### src/rtl/fifo_pkg.sv
// Shared definitions for the synchronous FIFO and its burst reader:
// default widths, reader state encodings and a skid-buffer occupancy helper.
package fifo_pkg;

  localparam int FIFO_DATA_WIDTH = 8;
  localparam int FIFO_LEN_WIDTH  = 8;

  typedef enum logic [1:0] {
    FBR_IDLE = 2'd0,
    FBR_READ = 2'd1,
    FBR_DONE = 2'd2
  } fbr_state_e;

  // Skid-buffer occupancy once this cycle's push and pop have landed.
  function automatic logic [1:0] fbr_next_occ(input logic [1:0] occ,
                                              input logic       push,
                                              input logic       pop);
    return occ + {1'b0, push} - {1'b0, pop};
  endfunction

endpackage

### src/rtl/fifo_skid_buf.sv
// Two-entry skid buffer of {last, data} words between the FIFO read port and the stream.
// Flush drops every buffered word; the head entry is always visible on head_data_o.
module fifo_skid_buf
  import fifo_pkg::*;
#(
  parameter int WIDTH = FIFO_DATA_WIDTH + 1
) (
  input  logic             clk,
  input  logic             reset_n,
  input  logic             flush_i,
  input  logic             push_i,
  input  logic [WIDTH-1:0] push_data_i,
  input  logic             pop_i,
  output logic [WIDTH-1:0] head_data_o,
  output logic [1:0]       occupancy_o
);

  logic [WIDTH-1:0] mem_q [2];
  logic             wr_ptr_q;
  logic             rd_ptr_q;
  logic [1:0]       cnt_q;

  // Storage, pointers and occupancy; the caller never pushes when full or pops when empty.
  always_ff @(posedge clk or negedge reset_n) begin
    if (!reset_n) begin
      mem_q[0] <= '0;
      mem_q[1] <= '0;
      wr_ptr_q <= 1'b0;
      rd_ptr_q <= 1'b0;
      cnt_q    <= 2'd0;
    end else if (flush_i) begin
      wr_ptr_q <= 1'b0;
      rd_ptr_q <= 1'b0;
      cnt_q    <= 2'd0;
    end else begin
      if (push_i) begin
        mem_q[wr_ptr_q] <= push_data_i;
        wr_ptr_q        <= ~wr_ptr_q;
      end
      if (pop_i) begin
        rd_ptr_q <= ~rd_ptr_q;
      end
      cnt_q <= fbr_next_occ(cnt_q, push_i, pop_i);
    end
  end

  assign head_data_o = mem_q[rd_ptr_q];
  assign occupancy_o = cnt_q;

endmodule

### src/rtl/fifo_burst_reader.sv
// Burst reader: on start, pops exactly burst_len words from the synchronous FIFO and streams them
// with a last marker. Macro FIFO_BURST_READER_TIMEOUT_EN adds an empty-FIFO timeout (err_timeout).
module fifo_burst_reader
  import fifo_pkg::*;
#(
  parameter int DATA_WIDTH     = FIFO_DATA_WIDTH,
  parameter int LEN_WIDTH      = FIFO_LEN_WIDTH,
  parameter int TIMEOUT_CYCLES = 255
) (
  input  logic                  clk,
  input  logic                  reset_n,
  input  logic                  start,
  input  logic [LEN_WIDTH-1:0]  burst_len,
  output logic                  busy,
  output logic                  done,
  output logic                  fifo_en_read,
  input  logic                  fifo_empty,
  input  logic [DATA_WIDTH-1:0] fifo_data_out,
  output logic                  m_valid,
  input  logic                  m_ready,
  output logic [DATA_WIDTH-1:0] m_data,
  output logic                  m_last,
  output logic                  err_timeout
);

  localparam logic [LEN_WIDTH-1:0] LEN_ONE = LEN_WIDTH'(1);

  fbr_state_e           state_q, state_d;
  logic [LEN_WIDTH-1:0] issue_cnt_q, issue_cnt_d;
  logic [LEN_WIDTH-1:0] beat_cnt_q, beat_cnt_d;
  logic                 inflight_q;
  logic                 inflight_last_q;
  logic [1:0]           occ_s;
  logic [DATA_WIDTH:0]  head_s;
  logic                 pop_s;
  logic                 slot_free_s;
  logic                 rd_en_s;
  logic                 flush_s;
  logic                 timeout_hit_s;

  assign pop_s       = m_valid && m_ready;
  assign slot_free_s = (fbr_next_occ(occ_s, inflight_q, pop_s) < 2'd2);

  // Next-state and read-issue decode; completion takes priority over a same-cycle timeout.
  always_comb begin
    state_d     = state_q;
    issue_cnt_d = issue_cnt_q;
    beat_cnt_d  = beat_cnt_q;
    rd_en_s     = 1'b0;
    flush_s     = 1'b0;
    case (state_q)
      FBR_IDLE: begin
        if (start) begin
          if (burst_len != '0) begin
            state_d     = FBR_READ;
            issue_cnt_d = burst_len;
            beat_cnt_d  = burst_len;
          end else begin
            state_d = FBR_DONE;
          end
        end else begin
          state_d = FBR_IDLE;
        end
      end
      FBR_READ: begin
        rd_en_s = !fifo_empty && (issue_cnt_q != '0) && slot_free_s;
        if (rd_en_s) begin
          issue_cnt_d = issue_cnt_q - LEN_ONE;
        end else begin
          issue_cnt_d = issue_cnt_q;
        end
        if (pop_s && (beat_cnt_q != '0)) begin
          beat_cnt_d = beat_cnt_q - LEN_ONE;
        end else begin
          beat_cnt_d = beat_cnt_q;
        end
        if (pop_s && (beat_cnt_q == LEN_ONE)) begin
          state_d = FBR_DONE;
        end else if (timeout_hit_s) begin
          state_d = FBR_DONE;
          flush_s = 1'b1;
        end else begin
          state_d = FBR_READ;
        end
      end
      FBR_DONE: state_d = FBR_IDLE;
      default:  state_d = FBR_IDLE;
    endcase
  end

  // State, counters and the one-deep record of the read issued last cycle.
  always_ff @(posedge clk or negedge reset_n) begin
    if (!reset_n) begin
      state_q         <= FBR_IDLE;
      issue_cnt_q     <= '0;
      beat_cnt_q      <= '0;
      inflight_q      <= 1'b0;
      inflight_last_q <= 1'b0;
    end else begin
      state_q         <= state_d;
      issue_cnt_q     <= issue_cnt_d;
      beat_cnt_q      <= beat_cnt_d;
      inflight_q      <= rd_en_s;
      inflight_last_q <= rd_en_s && (issue_cnt_q == LEN_ONE);
    end
  end

`ifdef FIFO_BURST_READER_TIMEOUT_EN
  localparam int                 TO_W    = $clog2(TIMEOUT_CYCLES + 1);
  localparam logic [TO_W-1:0]    TO_LAST = TO_W'(TIMEOUT_CYCLES - 1);
  localparam logic [TO_W-1:0]    TO_ONE  = TO_W'(1);

  logic [TO_W-1:0] to_cnt_q, to_cnt_d;
  logic            err_q, err_d;
  logic            empty_wait_s;

  assign empty_wait_s  = (state_q == FBR_READ) && fifo_empty && (issue_cnt_q != '0);
  assign timeout_hit_s = empty_wait_s && (to_cnt_q == TO_LAST);

  // Consecutive-empty counter and sticky error, cleared by the next accepted start.
  always_comb begin
    to_cnt_d = '0;
    err_d    = err_q;
    if (empty_wait_s && !timeout_hit_s) begin
      to_cnt_d = to_cnt_q + TO_ONE;
    end else begin
      to_cnt_d = '0;
    end
    if ((state_q == FBR_IDLE) && start) begin
      err_d = 1'b0;
    end else if (timeout_hit_s) begin
      err_d = 1'b1;
    end else begin
      err_d = err_q;
    end
  end

  // Timeout registers.
  always_ff @(posedge clk or negedge reset_n) begin
    if (!reset_n) begin
      to_cnt_q <= '0;
      err_q    <= 1'b0;
    end else begin
      to_cnt_q <= to_cnt_d;
      err_q    <= err_d;
    end
  end

  assign err_timeout = err_q;
`else
  assign timeout_hit_s = 1'b0;
  assign err_timeout   = 1'b0;
`endif

  // A flush also discards the word arriving from the FIFO this cycle.
  fifo_skid_buf #(
    .WIDTH(DATA_WIDTH + 1)
  ) u_skid (
    .clk         (clk),
    .reset_n     (reset_n),
    .flush_i     (flush_s),
    .push_i      (inflight_q && !flush_s),
    .push_data_i ({inflight_last_q, fifo_data_out}),
    .pop_i       (pop_s),
    .head_data_o (head_s),
    .occupancy_o (occ_s)
  );

  assign m_valid      = (occ_s != 2'd0);
  assign m_data       = head_s[DATA_WIDTH-1:0];
  assign m_last       = m_valid && head_s[DATA_WIDTH];
  assign busy         = (state_q == FBR_READ);
  assign done         = (state_q == FBR_DONE);
  assign fifo_en_read = rd_en_s;

endmodule
### config.mk
export PLATFORM = sky130hd
export DESIGN_NAME = fifo_burst_reader
export DESIGN_NICKNAME = d
export VERILOG_FILES = /design/src/rtl/fifo_pkg.sv /design/src/rtl/fifo_skid_buf.sv /design/src/rtl/fifo_burst_reader.sv
export SDC_FILE = /design/constraint.sdc
export NUM_CORES = 1
export LEC_CHECK = 0
export ABC_AREA = 1
export CORE_UTILIZATION = 50
export CTS_CLUSTER_SIZE = 12
export DETAILED_ROUTE_END_ITERATION = 6
export PLACE_DENSITY = 0.78
export SETUP_SLACK_MARGIN = 0.02
export SYNTH_ARGS = -nofsm -noshare
export SYNTH_HDL_FRONTEND = slang
export SYNTH_SLANG_ARGS = --single-unit
### constraint.sdc
create_clock -name clk -period 2 [get_ports clk]
set_input_delay 0.5 -clock clk [delete_from_list [all_inputs] [get_ports clk]]
set_output_delay 0.5 -clock clk [all_outputs]
set_load 0.005 [all_outputs]
## Word level (Yosys, flattened, before mapping)

Cells that the tools add are included.

- $add $sub $neg: 4
- Magnitude comparators: 4
- Equal/unequal tests: 8
- Muxes and demuxes: 17
- Bitwise operators: 4
- Reduce and logical (&&, ||, !) cells: 17

Operators by type and width:

| cell | number |
|---|---|
| two-way mux 9 bit | 4 |
| two-way mux 8 bit | 4 |
| one-hot mux 8 bit (2 select lines) | 2 |
| nonzero test 8 bit | 3 |
| bitwise mux 18 bit | 1 |
| == test 8 x 1 -> 1 bit (second input constant) | 2 |
| subtractor 8 x 1 -> 8 bit (second input constant) | 2 |
| demux 9 bit (select 1 bit) | 1 |
| logical AND 1 bit | 8 |
| AND reduction 4 bit | 2 |
| two-way mux 2 bit | 3 |
| >= comparator 2 bit (second input constant) | 2 |
| != test 2 x 1 -> 1 bit (second input constant) | 2 |
| != test 2 bit (second input constant) | 2 |
| NOT 1 -> 2 bit | 2 |
| one-hot mux 2 bit (2 select lines) | 1 |
| nonzero test 2 bit | 2 |
| adder 2 x 1 -> 2 bit | 1 |
| == test 2 x 1 -> 1 bit (second input constant) | 1 |
| == test 2 bit (second input constant) | 1 |
| zero test 2 bit | 1 |
| less-than comparator 2 x 1 -> 1 bit (second input constant) | 1 |
| less-than comparator 2 bit (second input constant) | 1 |
| NOT 1 bit | 2 |
| other kinds (3) | 3 |

- Bits in registers: 42
- Input port bits: 21
- Logic and storage cells: 64

## Logic depth before layout (Yosys ltp)

- Depth after elaboration: 7
- Gate-level depth with buffers: 12
- Mapped depth without buffers: 12

## Modules after synthesis

From an unflattened synthesis, not the netlist that was laid out.

- Cells, all modules: 324
- Area total of the unflattened synthesis: 2581.2 µm²

Modules (own cells, without submodules):

| module | instances | cells an instance | area an instance (µm²) |
|---|---|---|---|
| fifo_burst_reader | 1 | 223 | 1507.7 |
| fifo_skid_buf | 1 | 101 | 1073.5 |

## Worst setup path before layout

Ideal clock, no wire load.

- Kind: input-to-output
- Start point: input port m_ready
- End point: output port fifo_en_read
- Arrival time: 1420 ps
- Setup slack: 80 ps
- Stages on the path: 10
- Path through: inv_1 > nor2_4 > nand2_1 > o21ai_0 > ha_1 > o211ai_1 > nand2_1 > nand2_2 > buf_6 > inv_2

- Cells in the longest elaborated chain, start to end: 5

RTL lines:

| what | RTL line | text |
|---|---|---|
| start: declaration | fifo_burst_reader.sv:20 | `input logic m_ready,` |
| logical AND 1 bit | fifo_burst_reader.sv:41 | `assign pop_s = m_valid && m_ready;` |
| subtractor 2 x 1 -> 2 bit | -- |  |
| less-than comparator 2 bit | fifo_burst_reader.sv:42 | `assign slot_free_s = (fbr_next_occ(occ_s, inflight_q, pop_s) < 2'd2);` |
| logical AND 1 bit | fifo_burst_reader.sv:66 | `rd_en_s = !fifo_empty && (issue_cnt_q != '0) && slot_free_s;` |
| two-way mux 1 bit | fifo_burst_reader.sv:51 | `case (state_q)` |
| end: declaration | fifo_burst_reader.sv:16 | `output logic fifo_en_read,` |

Every way passes these cells.

## Final worst setup path

- Start point: register u_skid.cnt_q[0], in the netlist u_skid.occupancy_o[0]
- End point: output port fifo_en_read

- Cells in the longest elaborated chain, start to end: 6
- Elaborated cells between the ends (all ways): 7
- Classes of those cells: 2 x add/sub; 1 x order compare; 1 x mux; 3 x reduce/logical

RTL lines:

| what | RTL line | text |
|---|---|---|
| start: declaration | fifo_skid_buf.sv:21 | `logic [1:0] cnt_q;` |
| start signal: assignment | fifo_skid_buf.sv:43 | `cnt_q <= fbr_next_occ(cnt_q, push_i, pop_i);` |
| branches (longest 2 deep; another with adder 2 x 1 -> 2 bit) | -- |  |
| subtractor 2 x 1 -> 2 bit (*) | -- |  |
| less-than comparator 2 bit (*) | fifo_burst_reader.sv:42 |  |
| logical AND 1 bit (*) | fifo_burst_reader.sv:66 |  |
| two-way mux 1 bit (*) | fifo_burst_reader.sv:51 |  |

Every way passes the cells marked *.

==> results.cfg <==
[logic_synthesis]
synth.cell_area_um2 = 2380
synth_top_cell_area_share_pct = 44.2
yosys_warnings = 0
yosys.area.top_type = dfrtp_1
netlist_instances = 326
synthFlopType = dfrtp_1
synth-compound-area-share_pct = 8.27
async_flop_share_pct = 100
synth_xor_area_share_pct = 1.84
synth_top_family_by_area = simple AND/OR/NAND/NOR gates
synth_seq_cells = 42
syn-num-nets = 353
synth_commonest_cells = nand2_1 (135), dfrtp_1 (42), inv_1 (30), o21ai_0 (29), nor2_1 (22)
avgSynthCellArea_um2 = 7.29
synthTopCellsByArea = dfrtp_1 (44%), nand2_1 (21%), o21ai_0 (6.1%)
synth_edf_count = 0
synth-adder-area-share_pct = 3.16
synth_mux_area_share_pct = 0
synth-simple-area-share_pct = 34.2
yosysSeqAreaShare_pct = 44.2
synth.distinct_cells = 29
synth_most_common_cell = nand2_1

[route]
wl_met2_um = 2500
first_pass_iters = 6
vias = 2231
wl_met1_um = 2370
post_drt_via_cell_ratio = 5.09
met3_length_um = 309
avgRoutedWirePerCell_um = 12.1
ant_nets = 0
highest_layer = met4
routed_wl_um = 5310
drc = 8
drtIter0Drc = 99

[clocking]
cts-root-buf = clkbuf_8
cts_buffers = 5
cts_tree = yes
htreeDepth = 2
insertion_delay_ps = 300
cts.clk_slew.worst_paths_ps = 80
clockBufferDepth = 2
clock_sinks = 42

[sta]
setup_violations = 1
tns_ps = -102
worst_slew_pin_slew_ps = 565
period_share_pct = 105
slew_headroom_pct = 62.3
grt_setup_unrepaired = true
finalHoldViolations = 0
period_needed_ps = 2100
finalClockSkew_ps = 6.41
drv_slew = 0
worst_slack_ps = -102
timing.fmax_ghz = 0.476

[floorplanning]
die-area_um2 = 5030
start_util_pct = 53.1
row_count = 24
die_h_um = 70.9
io_pins = 35
core-area_um2 = 4470
fp.dieW_um = 70.9

[finish]
layout-drive-gt1-share_pct = 16.3
design_area_um2 = 3070
final_nets = 412
syn_to_final_growth_pct = 29.4
num-fill-cells = 368
diodes = 0

[placed_design]
gp_congestion = 0.845
hpwl_um = 3780
io_buffers = 33
placed_area_um2 = 2860

[power_and_ir_drop]
ir_drop_v = 0.000781
power.switching_mw = 2.05
power.density_nw_per_um2 = 1550
p_clk_share_pct = 12.3
pwr-share-comb_pct = 56.2
internal-power_mw = 2.73
p_seq_share_pct = 31.5
swShare_pct = 42.9
cellLeakagePower_nw = 1.67

[global_route]
grt_max_degree = 23
grt_pass1_wl_um = 9360
antenna_found_initial = 0
grt_pass1_vias = 2187
grt_overflow = 0
grt_use_total_pct = 23.6

[run_status]
violations = DRC, setup timing
status = finished, violations left

[worst_setup_path]
required_ps = 1500
path_class = reg2out
cp.arrival_ps = 1600
cp-end-kind = output port
cp_max_fo = 2
start_kind = flip-flop

[job]
cap_violations = 0

[hold_path]
hp-class = in2async
==> final cells by class <==
| cell class | count | area, µm² | share of cell area [%] |
|---|---|---|---|
| multi-input cells | 239 | 1140 | 37.2 |
| well taps | 52 | 65.1 | 2.12 |
| clock buffers | 6 | 82.6 | 2.69 |
| clock inverters | 2 | 12.5 | 0.407 |
| repair buffers | 62 | 581 | 18.9 |
| inverters | 35 | 136 | 4.44 |
| flip-flops and latches | 42 | 1050 | 34.2 |
==> state kept, by name, indices dropped and copies added (netlist names) <==
signal	flops
beat_cnt_q	8
inflight_last_q	1
inflight_q	1
issue_cnt_q	8
state_q	2
u_skid.mem_q	18
u_skid.occupancy_o	2
u_skid.rd_ptr_q	1
u_skid.wr_ptr_q	1
==> path summary, 6_finish.rpt <==
kind	slack, ps	to	start	cells after the start
max reg2reg	220	issue_cnt_q[7]$_DFFE_PN0P_	u_skid.occupancy_o[0]$_DFF_PN0_	13
max in group asynchronous	1340	u_skid.rd_ptr_q$_DFFE_PN0P_	reset_n	2
min reg2reg	490	u_skid.mem_q[9]$_DFFE_PN0P_	u_skid.mem_q[9]$_DFFE_PN0P_	2
min in group clk	490	u_skid.mem_q[9]$_DFFE_PN0P_	u_skid.mem_q[9]$_DFFE_PN0P_	2
min	160	u_skid.mem_q[16]$_DFFE_PN0P_	reset_n	1
max	-100	fifo_en_read	u_skid.occupancy_o[0]$_DFF_PN0_	10
==> cells by family after synthesis <==
kind of cell	after synthesis
AOI/OAI and AO/OA	38
xor gates and xnor gates	5
adders and majority gates	6
buffers and inverters	45
DFF	42
other	1
and+or+nand+nor	189
==> power by group through the flow <==
stage	logic [mW]	clock network [mW]	registers (mW)
after floorplan	1.68	0	1.45
after global placement	2.49	0	1.47
after detailed placement	2.56	0	1.48
after CTS	2.64	0.602	1.49
after global routing	3.10	0.637	1.55
final	2.68	0.590	1.50
==> cells in the final DEF, fill, tap and decap left out, types with 2 or more instances in the layout <==
master,Yosys,final
inv_2,3,5
dfrtp_1,42,41
nor2_4,1,2
nor2_1,22,22
ha_1,6,5
o21ai_0,29,28
o21ai_1,6,7
nand4_1,4,4
xor2_1,3,3
dlygate4sd2_1,0,2
nand2_1,135,135
xnor2_1,2,2
nand2_2,4,3
dlymetal6s2s_1,0,7
buf_4,1,24
buf_2,4,2
buf_6,2,4
nand3_2,6,6
nand3_1,11,11
clkbuf_8,0,6
clkdlybuf4s50_1,0,21
inv_1,30,28
==> per-layer routing <==
metal / up-vias / global-route usage [%]
met3: 14 / 4.99
met1: 1011 / 29.9
met4: 0 / 7.56
met2: 80 / 40.6
met5: - / 0
li1: 1126 / -
==> per-stage QoR <==
| step | utilization, % | setup WS, ps | cells | total power, mW | hold slack, ps |
|---|---|---|---|---|---|
| 2_1_floorplan | - | 80.4 | 326 | 3.14 | 204 |
| 3_3_place_gp | 63.9 | -715 | 420 | 3.96 | 469 |
| 3_5_place_dp | 63.9 | -751 | 420 | 4.04 | 474 |
| 4_1_cts | 67.3 | -127 | 433 | 4.74 | 175 |
| 5_1_grt | 68.7 | -215 | 438 | 5.29 | 193 |
| 6_report | 68.7 | -102 | 438 | 4.78 | 157 |
==> what timing repair did <==
| item | CTS | global route |
|---|---|---|
| resized for setup | 19 | 10 |
| pin swaps | 5 | 3 |
| setup buffers | 4 | 5 |
| cloned | 1 | 0 |
| hold buffers | 0 | 0 |
| endpoints found under the setup margin | 20 | 15 |
==> critical path: stages, from the launching register on <==
cell	delay [ps]
dfrtp_1	420
buf_6	130
inv_2	40
nand2_1	40
o21ai_1	70
ha_2	190
o211ai_1	90
nand2_1	100
nand2_2	60
inv_2	50
buf_2	100
Note: power is estimated with default switching activity, not from simulation.
